<file path="src/rtl/mem_bus_initiator.sv">
// mem_bus_initiator: CPU-side master of the single-outstanding memory bus.
// Ports:
//   clk, reset            rising-edge clock, asynchronous active-high reset
//   req_*                 CPU load/store request (valid/ready, write, size, unsigned, addr, wdata)
//   resp_*                one-cycle response strobe with extended read data and error flag
//   mem_*                 bus side: valid/ready handshake, word address, lane data, byte strobes
module mem_bus_initiator #(
    parameter int TIMEOUT_CYCLES = 1024
) (
    input  logic        clk,
    input  logic        reset,
    input  logic        req_valid,
    output logic        req_ready,
    input  logic        req_write,
    input  logic [1:0]  req_size,
    input  logic        req_unsigned,
    input  logic [31:0] req_addr,
    input  logic [31:0] req_wdata,
    output logic        resp_valid,
    output logic [31:0] resp_rdata,
    output logic        resp_error,
    output logic        mem_valid,
    input  logic        mem_ready,
    output logic [31:0] mem_addr,
    output logic [31:0] mem_wdata,
    output logic [3:0]  mem_wstrb,
    input  logic [31:0] mem_rdata
);
    localparam int CW = $clog2(TIMEOUT_CYCLES + 1);
    typedef enum logic [1:0] {IDLE, BUS, RESP} state_t;
    state_t        state_q;
    logic [CW-1:0] cnt_q;
    logic          write_q, uns_q;
    logic [1:0]    size_q, off_q;
    logic          mem_valid_q, resp_valid_q, resp_error_q;
    logic [31:0]   mem_addr_q, mem_wdata_q, resp_rdata_q;
    logic [3:0]    mem_wstrb_q;
    logic          bad;
    logic [3:0]    strb_d;
    logic [31:0]   wdata_d, shifted, rdata_d;
    assign req_ready  = state_q == IDLE;
    assign mem_valid  = mem_valid_q;
    assign mem_addr   = mem_addr_q;
    assign mem_wdata  = mem_wdata_q;
    assign mem_wstrb  = mem_wstrb_q;
    assign resp_valid = resp_valid_q;
    assign resp_rdata = resp_rdata_q;
    assign resp_error = resp_error_q;
    always_comb begin
        bad     = (req_size == 2'b11) || (req_size == 2'b01 && req_addr[0]) ||
                  (req_size == 2'b10 && req_addr[1:0] != 2'b00);
        strb_d  = req_size == 2'b00 ? 4'b0001 << req_addr[1:0] :
                  req_size == 2'b01 ? 4'b0011 << req_addr[1:0] : 4'b1111;
        wdata_d = req_size == 2'b00 ? {4{req_wdata[7:0]}} :
                  req_size == 2'b01 ? {2{req_wdata[15:0]}} : req_wdata;
        // halves are aligned, so shifting by 8*off selects the correct half-lane too
        shifted = mem_rdata >> {off_q, 3'b000};
        rdata_d = size_q == 2'b00 ? {{24{~uns_q & shifted[7]}}, shifted[7:0]} :
                  size_q == 2'b01 ? {{16{~uns_q & shifted[15]}}, shifted[15:0]} : mem_rdata;
    end
    always_ff @(posedge clk or posedge reset) begin
        if (reset) begin
            state_q      <= IDLE;
            cnt_q        <= '0;
            write_q      <= 1'b0;
            uns_q        <= 1'b0;
            size_q       <= 2'b00;
            off_q        <= 2'b00;
            mem_valid_q  <= 1'b0;
            mem_addr_q   <= '0;
            mem_wdata_q  <= '0;
            mem_wstrb_q  <= '0;
            resp_valid_q <= 1'b0;
            resp_rdata_q <= '0;
            resp_error_q <= 1'b0;
        end else begin
            case (state_q)
                IDLE: begin
                    if (req_valid && bad) begin
                        state_q      <= RESP;
                        resp_valid_q <= 1'b1;
                        resp_error_q <= 1'b1;
                        resp_rdata_q <= '0;
                    end else if (req_valid) begin
                        state_q     <= BUS;
                        cnt_q       <= '0;
                        write_q     <= req_write;
                        uns_q       <= req_unsigned;
                        size_q      <= req_size;
                        off_q       <= req_addr[1:0];
                        mem_valid_q <= 1'b1;
                        mem_addr_q  <= {req_addr[31:2], 2'b00};
                        mem_wdata_q <= req_write ? wdata_d : '0;
                        mem_wstrb_q <= req_write ? strb_d : 4'b0000;
                    end
                end
                BUS: begin
                    // a completion in the final allowed cycle beats the timeout
                    if (mem_ready) begin
                        state_q      <= RESP;
                        mem_valid_q  <= 1'b0;
                        resp_valid_q <= 1'b1;
                        resp_error_q <= 1'b0;
                        resp_rdata_q <= write_q ? '0 : rdata_d;
                    end else if (cnt_q == CW'(TIMEOUT_CYCLES - 1)) begin
                        state_q      <= RESP;
                        mem_valid_q  <= 1'b0;
                        resp_valid_q <= 1'b1;
                        resp_error_q <= 1'b1;
                        resp_rdata_q <= '0;
                    end else begin
                        cnt_q <= cnt_q + CW'(1);
                    end
                end
                RESP: begin
                    state_q      <= IDLE;
                    resp_valid_q <= 1'b0;
                end
                default: state_q <= IDLE;
            endcase
        end
    end
endmodule
</file>
<file path="config.mk">
export PLATFORM = sky130hd
export DESIGN_NAME = mem_bus_initiator
export DESIGN_NICKNAME = d
export VERILOG_FILES = /design/src/rtl/mem_bus_initiator.sv
export SDC_FILE = /design/constraint.sdc
export NUM_CORES = 1
export LEC_CHECK = 0
export CORE_MARGIN = 4
export CORE_UTILIZATION = 32
export DETAILED_ROUTE_END_ITERATION = 16
export PLACE_DENSITY = 0.62
export SYNTH_ARGS = -nofsm -noshare
export SYNTH_HDL_FRONTEND = slang
export SYNTH_SLANG_ARGS = --single-unit
</file>
<file path="constraint.sdc">
create_clock -name clk -period 4.95 [get_ports clk]
set_input_delay 0.7425 -clock clk [delete_from_list [all_inputs] [get_ports clk]]
set_output_delay 0.7425 -clock clk [all_outputs]
set_load 0.005 [all_outputs]
</file>
Yosys cells after proc, flatten, opt, wreduce, memory -nomap -nowiden
Cells that the tools add are included.
{"block": "totals", "register_bits": 120, "input_bits": 104, "out_inout_bits": 104}
{"block": "classes", "addsub": 1, "n_eq_ne": 14, "shifts": 3, "n_mux": 34, "bitwise_logic": 4, "n_reduce_logical": 17}
{"op": "$mux 32", "n": 9}
{"op": "$pmux 32 s2", "n": 1}
{"op": "$mux 11", "n": 4}
{"op": "$shr 32x5->16", "n": 1}
{"op": "$pmux 11 s2", "n": 1}
{"op": "$mux 4", "n": 3}
{"op": "$add 11x1->11 const B", "n": 1}
{"op": "$eq 11x10->1 const B", "n": 1}
{"op": "$reduce_and 3->1", "n": 3}
{"op": "$mux 1", "n": 8}
{"op": "$mux 2", "n": 4}
{"op": "$ne 2x2->1 const B", "n": 4}
{"op": "$eq 2x1->1 const B", "n": 3}
{"op": "$eq 2x2->1 const B", "n": 3}
{"op": "$logic_not 2->1", "n": 3}
{"op": "$reduce_and 5->1", "n": 1}
{"op": "$pmux 1 s2", "n": 2}
{"op": "$pmux 2 s2", "n": 1}
{"op": "$reduce_and 4->1", "n": 1}
{"op": "$reduce_bool 2->1", "n": 2}
{"op": "$shl 1x2->4 const A", "n": 1}
{"op": "$shl 2x2->4 const A", "n": 1}
{"op": "$logic_and 1x1->1", "n": 3}
{"op": "$ne 3x2->1 const B", "n": 1}
{"op": "8 further kinds", "n": 11}

Logic depth before layout (Yosys ltp)
{"block": "depth", "depth_word": 7, "ltp_mapped": 9}

Worst setup path before layout
OpenSTA, ideal clock, no wires.
{"block": "synth_path", "path_type": "input to register", "startpoint": "input port req_addr[1]", "endpoint": "register resp_rdata_q[0], in the netlist resp_rdata[0]", "setup_time_ns": 0.121, "arrival_ns": 1.966, "required_ns": 4.829, "setup_slack_ns": 2.863, "path_stages": 8, "n_path_buf": 2, "cell_sequence": "inv_1 > ha_1 > nand2b_1 > a211o_1 > o21a_1 > buf_2 > buf_6 > a22o_1"}
{"block": "synth_via", "elab_chain_cells": 6}
{"element": "start, declared", "line": "17", "text": "input logic [31:0] req_addr,"}
{"element": "$reduce_bool 2->1", "line": "51", "text": "(req_size == 2'b10 && req_addr[1:0] != 2'b00);"}
{"element": "$logic_and 1x1->1", "line": "51"}
{"element": "$logic_or 1x1->1", "line": "50", "text": "bad = (req_size == 2'b11) || (req_size == 2'b01 && req_addr[0]) ||"}
{"element": "$logic_and 1x1->1", "line": "79", "text": "if (req_valid && bad) begin"}
{"element": "$ne 2x1->1 (no source line)"}
{"element": "$reduce_and 3->1 (no source line)"}
{"element": "end signal, assigned", "line": "104", "text": "resp_rdata_q <= write_q ? '0 : rdata_d;"}
{"element": "end, declared", "line": "36", "text": "logic [31:0] mem_addr_q, mem_wdata_q, resp_rdata_q;"}
No other way between the ends.
A chain may end at the register's enable or synchronous reset.

Worst setup path in the final report
{"block": "layout_path", "startpoint": "input port mem_ready", "endpoint": "register resp_rdata_q[23], in the netlist resp_rdata[23]"}
{"block": "layout_via", "elab_chain_cells": 2, "word_cells_on_any_way": 4, "cone_classes": "eq/ne (1); mux (2); reduce/logical (1)"}
{"element": "start, declared", "line": "23", "text": "input logic mem_ready,"}
{"element": "$ne 3x3->1 (no source line) or $mux 32 (tied branches)"}
{"element": "$reduce_and 3->1 (no source line) or $pmux 32 s2 (tied branches)"}
Parallel ways exist; a longest one is shown, timed or not.

==> flow_summary.json <==
{
  "status": "finished clean",
  "ff2ff_setup_slack_ns": 2.52,
  "ioPinCount": 208,
  "grt_pass1_wl_mm": 28.63,
  "drt-total-wl_mm": 18.48,
  "syn_avg_cell_area_um2": 9.005,
  "cp_max_fo": 19,
  "drtPass1Iterations": 5,
  "final-hold-violation-count": 0,
  "yosys_register_bits": 120,
  "setup_viol_count_final": 0,
  "clkLatencyLatePin_ns": 0.42,
  "syn_area_um2": 5799,
  "powerDensity_nw_per_um2": 449.1,
  "yosysSeqAreaShare_pct": 51.78,
  "synth_top_family_by_area": "simple AND/OR/NAND/NOR gates",
  "grt_pass1_vias": 5192,
  "globalRouteTotalUtil_pct": 17.91,
  "reg2reg_from": "state_q[1]$_DFFE_PP0P_",
  "finalPower_w": 0.003848,
  "multi_input_area_um2": 2526,
  "die-area_um2": 20340,
  "via_count": 5231,
  "n_antenna_cell": 0,
  "fill_cells": 1687,
  "synthXorXnorAreaFrac_pct": 0.1510,
  "r2r-end": "resp_rdata[23]$_DFFE_PP0P_",
  "grt_overflow": 0,
  "async_flop_share_pct": 100.0,
  "cts.reportedPaths.clkPinSlew_ns": 0.06,
  "viasPerCell": 4.884,
  "initial_core_util_pct": 33.07,
  "cts_htree_levels": 4,
  "cts_root_buf": "clkbuf_16",
  "portBuffers": 205,
  "final-seq-area_um2": 3003,
  "endpoint_kind": "register",
  "startpoint_type": "input pin",
  "synth_cells": 644,
  "area_growth_pct": 47.75,
  "timing.fmax_ghz": 0.3604,
  "synth_simple_gate_area_share_pct": 22.59,
  "rsz0062_at_grt": "no",
  "hp-start": "mem_addr[13]$_DFFE_PP0P_",
  "worst_r2r_path_depth": 4,
  "cts_made_buffers": 17,
  "synth_mux_area_share_pct": 6.753,
  "hp-class": "reg -> reg",
  "die_w_um": 142.6,
  "ir_worst_vdd_mv": 0.2699,
  "synth_edf_count": 0,
  "ant_nets": 0,
  "clockBufferDepth": 2,
  "layout-drive-gt1-share_pct": 8.511,
  "maxSlewViolCount": 0,
  "core_um2": 17540,
  "setup_tns_ns": 0,
  "ys_types": 51,
  "dp_hpwl_mm": 12.95,
  "yosys_warnings": 0,
  "first_iter_violations": 305,
  "fin_nets": 942,
  "critPathArrivalTime_ns": 3.09,
  "yosys_most_used_dff": "dfrtp_1",
  "cts_setup_buffers": 0,
  "cp.required_ns": 5.27,
  "cts_tree": "built",
  "path_class": "in -> reg",
  "die_y_um": 142.6,
  "finalCriticalPeriod_ns": 2.775,
  "fin_crit_sh_pct": 56.05,
  "cts.sinks": 120,
  "grt_max_degree": 78,
  "rows": 48,
  "wl_per_cell_um": 17.25,
  "min_path_cells": 2,
  "gp_congestion": 0.8526,
  "antenna_found_initial": 0,
  "tightest_slew_ns": 0.9864,
  "fin_worst_skew_ns": 0.01056,
  "drc": 0,
  "p_leak_nw": 3.871,
  "synthAdderAreaFrac_pct": 1.079,
  "whs_endpoint": "mem_addr[13]$_DFFE_PP0P_",
  "cts_resized": 0,
  "maxCapViolations": 0,
  "slew_headroom_pct": 34.24,
  "cts.hold.buffers_added": 0,
  "synth_compound_area_share_pct": 12.75
}
worst max-delay path: stages:
cell	delay, ns
clkdlybuf4s50_1	0.57
nand3b_1	0.14
nor2_2	0.56
nand4_1	0.73
o2bb2ai_1	0.35
synthesized netlist by cell type (2+ instances only):
cell type / instances / area share [%]
o22ai_1: 5 / 0.54
nand3_1: 40 / 3.5
o2bb2ai_1: 17 / 2.6
dfrtp_1: 120 / 52
mux2i_1: 11 / 1.9
a22o_1: 7 / 1.1
nand2b_1: 3 / 0.32
nor3_1: 4 / 0.35
nand2_1: 198 / 13
ha_1: 5 / 1.1
or3_1: 4 / 0.43
o211ai_1: 2 / 0.26
a22oi_1: 7 / 0.91
mux2_2: 23 / 4.5
nor2_1: 27 / 1.7
nand3b_1: 6 / 0.78
buf_1: 6 / 0.39
buf_4: 2 / 0.26
o221ai_1: 8 / 1.2
buf_2: 11 / 0.95
and3_1: 4 / 0.43
o21ai_0: 40 / 3.5
nand4_1: 3 / 0.32
clkbuf_1: 24 / 1.6
nor2b_1: 6 / 0.65
a21oi_1: 14 / 1.2
inv_1: 22 / 1.4
o21a_1: 2 / 0.26
logic make-up after synthesis:
logic type / after synthesis
and+or+nand+nor: 304
DFF: 120
AOI/OAI and AO/OA: 111
buffers and inverters: 67
muxes: 35
adders and majority gates: 5
other: 1
xor gates and xnor gates: 1
state kept, by name, indices dropped and copies added, names as in the netlist:
name,count
off_q,2
mem_addr,30
size_q,2
mem_wstrb,4
cnt_q,11
resp_error,1
state_q,2
mem_valid,1
write_q,1
resp_valid,1
mem_wdata,32
uns_q,1
resp_rdata,32
stage by stage:
step | setup slack (ns) | hold slack, ns | util, % | cells | cell area [um^2]
after floorplan | 1.022 | 0.4628 | - | 645 | 5803
final | 2.175 | 0.4711 | 48.86 | 1071 | 8568
after detailed placement | 1.738 | 0.4568 | 45.68 | 1039 | 8011
after CTS | 2.175 | 0.4755 | 48.86 | 1071 | 8568
after global placement | 1.758 | 0.4502 | 45.68 | 1039 | 8011
after global routing | 1.915 | 0.4945 | 48.86 | 1071 | 8568
cell type report:
| cell class | instances | share of cell area [%] |
|---|---|---|
| inverters | 23 | 1.037 |
| flip-flops and latches | 120 | 35.05 |
| clock inverters | 15 | 1.533 |
| repair buffers | 213 | 24.65 |
| clock buffers | 17 | 4.965 |
| multi-input cells | 458 | 29.48 |
| well taps | 225 | 3.286 |
layout by cell type (no fill, tap or decap), types with 3 or more instances in the layout:
cell type and instances:
a21oi_1 14, a22o_1 7, a22oi_1 7, and3_1 3, buf_4 8, clkbuf_16 17, clkdlybuf4s50_1 205, clkinv_2 4
clkinv_4 4, clkinvlp_4 5, dfrtp_1 120, ha_1 5, inv_1 21, mux2_2 23, mux2i_1 11, nand2_1 198
nand2b_1 3, nand3_1 39, nand3b_1 6, nand4_1 3, nor2_1 27, nor2b_1 6, nor3_1 4, o21ai_0 40
o221ai_1 8, o22ai_1 5, o2bb2ai_1 17, or3_1 4
power breakdown:
group | leakage, nW | switching, W | internal (W)
clock network | 0.261 | 0.000472 | 0.000689
registers | 1.57 | 0.000223 | 0.00125
logic | 2.04 | 0.000508 | 0.000709
total | 3.87 | 0.00120 | 0.00265
worst max path at each step:
| stage | startpoint | endpoint | slack (ns) | cells past startpoint |
|---|---|---|---|---|
| 2_1_floorplan | reset | cnt_q[0]$_DFFE_PP0P_ | 1.02 | 1 |
| 3_3_place_gp | req_addr[0] | cnt_q[10]$_DFFE_PP0P_ | 1.76 | 8 |
| 3_5_place_dp | req_addr[0] | mem_wdata[3]$_DFFE_PP0P_ | 1.74 | 6 |
| 4_1_cts | req_addr[0] | mem_wdata[2]$_DFFE_PP0P_ | 2.18 | 6 |
| 5_1_grt | req_addr[0] | mem_wdata[8]$_DFFE_PP0P_ | 1.92 | 6 |
| 6_report | mem_ready | resp_rdata[23]$_DFFE_PP0P_ | 2.18 | 5 |
metal layers:
| layer | vias up | global-route usage, % | share of wire, % |
|---|---|---|---|
| met3 | 20 | 7.669 | 9.8 |
| met5 | - | 0 | 0 |
| met4 | 0 | 4.752 | 1.5 |
| li1 | 2562 | - | - |
| met1 | 2468 | 23.94 | 44 |
| met2 | 181 | 26.83 | 45 |
No activity file was read; power rests on OpenSTA's default activity.
